**src/rtl/merge_sched.sv**
```systemverilog
// Round-robin control-token scheduler for the 3-input router merge stage.
// Locks onto one port for a whole packet and guards against runaway packets.
module merge_sched #(
  parameter int N_IN      = 3,
  parameter int SEL_W     = 2,
  parameter int MAX_FLITS = 16,
  parameter int CNT_W     = 8
) (
  input  logic             clk,
  input  logic             rst_n,
  input  logic [N_IN-1:0]  req_valid,
  input  logic [N_IN-1:0]  req_last,
  output logic             ctrl_valid,
  input  logic             ctrl_ready,
  output logic [SEL_W-1:0] ctrl_sel,
  output logic [N_IN-1:0]  grant,
  output logic             busy,
  output logic             err_overlen
);

  typedef enum logic [1:0] {IDLE, OFFER, LOCK} state_t;

  state_t           state_q, state_n;
  logic [SEL_W-1:0] sel_q, sel_n;
  logic [SEL_W-1:0] ptr_q, ptr_n;
  logic [CNT_W-1:0] cnt_q, cnt_n;
  logic             err_q, err_n;

  logic [SEL_W-1:0] c0, c1, c2, pick;
  logic [CNT_W-1:0] cnt_inc;
  logic             tail, overlen;

  function automatic logic [SEL_W-1:0] nxt(input logic [SEL_W-1:0] s);
    return (s == SEL_W'(N_IN - 1)) ? '0 : s + 1'b1;
  endfunction

  always_ff @(posedge clk) begin
    if (!rst_n) begin
      state_q <= IDLE;
      sel_q   <= '0;
      ptr_q   <= '0;
      cnt_q   <= '0;
      err_q   <= 1'b0;
    end else begin
      state_q <= state_n;
      sel_q   <= sel_n;
      ptr_q   <= ptr_n;
      cnt_q   <= cnt_n;
      err_q   <= err_n;
    end
  end

  // Search order ptr, ptr+1, ptr+2 (mod 3); the last candidate needs no test
  // because pick is only used when at least one request is present.
  always_comb begin
    c0 = ptr_q;
    c1 = nxt(c0);
    c2 = nxt(c1);
    if (req_valid[c0])      pick = c0;
    else if (req_valid[c1]) pick = c1;
    else                    pick = c2;
  end

  always_comb begin
    state_n = state_q;
    sel_n   = sel_q;
    ptr_n   = ptr_q;
    cnt_n   = cnt_q;
    err_n   = err_q;
    cnt_inc = cnt_q + 1'b1;
    tail    = req_last[sel_q];
    overlen = (cnt_inc == CNT_W'(MAX_FLITS));
    case (state_q)
      IDLE: begin
        if (|req_valid) begin
          state_n = OFFER;
          sel_n   = pick;
          cnt_n   = '0;
        end
      end
      OFFER: begin
        if (ctrl_ready) begin
          cnt_n = cnt_inc;
          if (tail || overlen) begin
            state_n = IDLE;
            ptr_n   = nxt(sel_q);
            if (!tail) err_n = 1'b1;
          end else if (!req_valid[sel_q]) begin
            state_n = LOCK;
          end
        end
      end
      LOCK: begin
        if (req_valid[sel_q]) state_n = OFFER;
      end
      default: state_n = IDLE;
    endcase
  end

  always_comb begin
    ctrl_valid  = (state_q == OFFER);
    busy        = (state_q != IDLE);
    ctrl_sel    = sel_q;
    err_overlen = err_q;
    grant       = '0;
    if (state_q != IDLE) grant[sel_q] = 1'b1;
  end

endmodule

```
**config.mk**
```make
export PLATFORM = sky130hd
export DESIGN_NAME = merge_sched
export DESIGN_NICKNAME = d
export VERILOG_FILES = /design/src/rtl/merge_sched.sv
export SDC_FILE = /design/constraint.sdc
export NUM_CORES = 1
export LEC_CHECK = 0
export ABC_AREA = 1
export BUFFER_PORTS_ARGS = -buffer_cell sky130_fd_sc_hd__buf_2
export CAP_MARGIN = 20
export CORE_MARGIN = 5
export CORE_UTILIZATION = 45
export CTS_CLUSTER_DIAMETER = 30
export DETAILED_ROUTE_END_ITERATION = 10
export GPL_TIMING_DRIVEN = 0
export HOLD_SLACK_MARGIN = 0.12
export MAX_ROUTING_LAYER = met4
export PLACE_DENSITY = 0.67
export SLEW_MARGIN = 5
export SYNTH_ARGS = -nofsm -noshare
export SYNTH_HDL_FRONTEND = slang
export SYNTH_SLANG_ARGS = --single-unit
export TNS_END_PERCENT = 5
```
**constraint.sdc**
```tcl
create_clock -name clk -period 2.1 [get_ports clk]
set_clock_uncertainty 0.1 [all_clocks]
set_input_delay 0 -clock clk [delete_from_list [all_inputs] [get_ports clk]]
set_output_delay 0 -clock clk [all_outputs]
set_load 0.01 [all_outputs]
```
==> run summary <==
Drt initial violations: 26
Hold WC Path Type: in -> reg
Via Count: 1024
Dpl ws: 0.3664 ns
Max Cap Viol: 0
Latest clock arrival within the worst-skew pair: 0.29 ns
Reg clk slew, reported paths: 0.10 ns
Met3 wire len: 115 um
CP max-delay cell: dlygate4sd3_1
PwrDens: 725.8 mW/mm^2
Max Used Layer: met4
Sequential fraction of the synthesis area: 31.45%
Met2 Routed Length: 1070 um
ANT cells: 0
Period utilization: 94.90%
Slew HR: 64.51%
Fill count: 200
Final hold viol count: 0
Final setup TNS: 0 ns
# setup viols final: 0
Synth Warn #: 0
Peak supply drop: 0.0005955 V
CP Data Required Time: 2.23 ns
Io pins: 17
Final max-slew violation count: 0
All-layer global routing usage: 16.32%
TritonRoute pass-1 iters: 4
Starting Density: 47.69%
Max incr delay on CP: 0.63 ns
DR vias/cell: 5.069
CTS buffer count: 3
Rows: 16
RSZ-0062 raised after global routing: no
Netlist Area Pre-Place: 954.7 sq um
Setup WS post-layout: 0.1071 ns
Nets: 186
Die W: 56.06 um
Min Tclk post-route: 1.993 ns
DRT antenna net count: 0
Area Overhead vs Synth: 24.25%
Initial antenna violation count: 0
Vias in the first global route: 961
Fmax: 501.8 MHz
Unique masters post-synth: 27
WP data arrival: 2.13 ns
EDFF count, synth: 0
Core Area: 0.002002 sq mm
Most used DFF post-synth: dfxtp_1
CP Max Fanout: 7
Die area: 0.003143 sq mm
Slew at the pin closest to its max-slew limit: 0.5323 ns
Run status: completed
Crit-path cells: inv_1, nand2_1, inv_2, o2bb2ai_1, a21oi_2, dlygate4sd3_1, nand3_1, a21oi_1
Port bufs: 16
Clock Tree Buf Depth: 2
Die height: 56.06 um
Post-route DRC: 0
Largest net degree at the start of global routing: 11
Crit Path Category: reg -> reg
CP Capture Type: register
DR WL/cell: 11.41 um
Startpoint types: register
Leak Pwr: 0.4978 nW
Total gr overflow: 0
Ys async rst share: 0%
DRT met1 WL: 1067 um
Synthesized flop and latch total: 15
CTS root buffer: clkbuf_4
CTS sink count: 15
Mapped Cells: 147
Syn_nets: 157
First-pass GRT wire length: 4029 um
Layout cells sized above 1: 24.00%
Syn Area/Cell: 6.494 sq um
CTS tree: yes
Total Wirelength: 2304 um
Global placement routability congestion: 0.8143
H-tree levels: 1
Post-DP HPWL: 1738 um
==> timing repair <==
action | in CTS | in global routing
hold buffers | 8 | 0
buffers inserted | 0 | 0
resized for setup | 0 | 2
setup endpoints to repair | 0 | 1
hold endpoints to repair | 14 | 0
==> worst max-delay path: cells and delay by family, from the launching register on <==
| kind | cells | cell delay, ns |
|---|---|---|
| AO/OA/AOI/OAI | 3 | 0.43 |
| buffers and inverters | 3 | 0.75 |
| flip-flops | 1 | 0.46 |
| AND/OR/NAND/NOR | 2 | 0.20 |
==> power breakdown <==
| group | internal [mW] | switching, mW |
|---|---|---|
| Combinational | 0.133 | 0.206 |
| Clock | 0.0709 | 0.101 |
| Sequential | 0.310 | 0.0397 |
==> cell usage in the layout, fill, tap and decap left out, types with 3 or more instances in the layout <==
| cell type | n |
|---|---|
| nand2_1 | 35 |
| nand3_1 | 12 |
| buf_2 | 16 |
| inv_2 | 4 |
| nor3_1 | 4 |
| nor2_1 | 11 |
| dfxtp_1 | 15 |
| nor2_2 | 4 |
| a21oi_2 | 3 |
| nand2_2 | 3 |
| inv_1 | 19 |
| o21ai_1 | 3 |
| clkbuf_4 | 3 |
| dlygate4sd3_1 | 8 |
| a21oi_1 | 13 |
==> synthesized netlist by cell type, types with 3 or more instances <==
library cell | n | area, sq um
nor2_1 | 11 | 41.29
dfxtp_1 | 15 | 300.3
a21oi_1 | 13 | 65.06
inv_1 | 19 | 71.32
nor2_2 | 5 | 31.28
nand2_1 | 35 | 131.4
nand3_1 | 12 | 60.06
nand2_2 | 3 | 18.77
o21ai_1 | 3 | 15.01
nor3_1 | 5 | 25.02
a21oi_2 | 3 | 26.28
inv_2 | 4 | 15.01
==> state kept, by name, indices dropped and copies added (netlist names) <==
signal,flops
cnt_q,8
c0,2
ctrl_sel,2
err_overlen,1
state_q,2
==> cell type report <==
cell class | count | area, sq um | share of cell area [%]
multi-input cells | 108 | 574.3 | 48.42
plain buffers | 1 | 3.754 | 0.3165
repair buffers | 24 | 160.2 | 13.50
flip-flops and latches | 15 | 300.3 | 25.32
clock buffers | 3 | 22.52 | 1.899
clock inverters | 1 | 5.005 | 0.4219
well taps | 27 | 33.78 | 2.848
inverters | 23 | 86.33 | 7.278
==> layer usage <==
metal / vias up / GRT usage [%]
li1: 536 / -
met1: 452 / 20.00
met2: 29 / 25.54
met3: 7 / 3.248
met4: 0 / 7.797
met5: - / -
==> through the flow <==
step | cell area [sq um] | utilization, % | hold slack (ns) | total power [mW] | cells
finish | 1186 | 59.25 | 0.1551 | 0.8609 | 202
global route | 1186 | 59.25 | 0.1952 | 0.9259 | 202
CTS | 1176 | 58.75 | 0.1473 | 0.8602 | 202
detailed placement | 1069 | 53.37 | 0.1994 | 0.6590 | 190
global placement | 1069 | 53.37 | 0.1911 | 0.6501 | 190
floorplan | 954.7 | - | 0.03831 | 0.5634 | 147
==> path summary, 6_finish.rpt <==
| check | endpoint | from | slack [ns] | cells after the start |
|---|---|---|---|---|
| setup reg to reg | state_q[1] | ctrl_sel[1] | 0.11 | 8 |
| hold reg to reg | err_overlen | err_overlen | 0.35 | 2 |
| hold / removal | err_overlen | req_last[1] | 0.16 | 6 |
| setup / recovery | state_q[1] | ctrl_sel[1] | 0.11 | 8 |
==> logic make-up (layout without fill, tap and decap cells) <==
group	Yosys count	after routing	share of synthesized area, %
compound gates	26	26	16.64
xor+xnor	2	2	1.835
simple gates	79	79	39.32
buf+inv	24	52	9.436
flops	15	15	31.45
fa+ha+maj	1	1	1.310
Note: power is estimated with default switching activity, not from simulation.
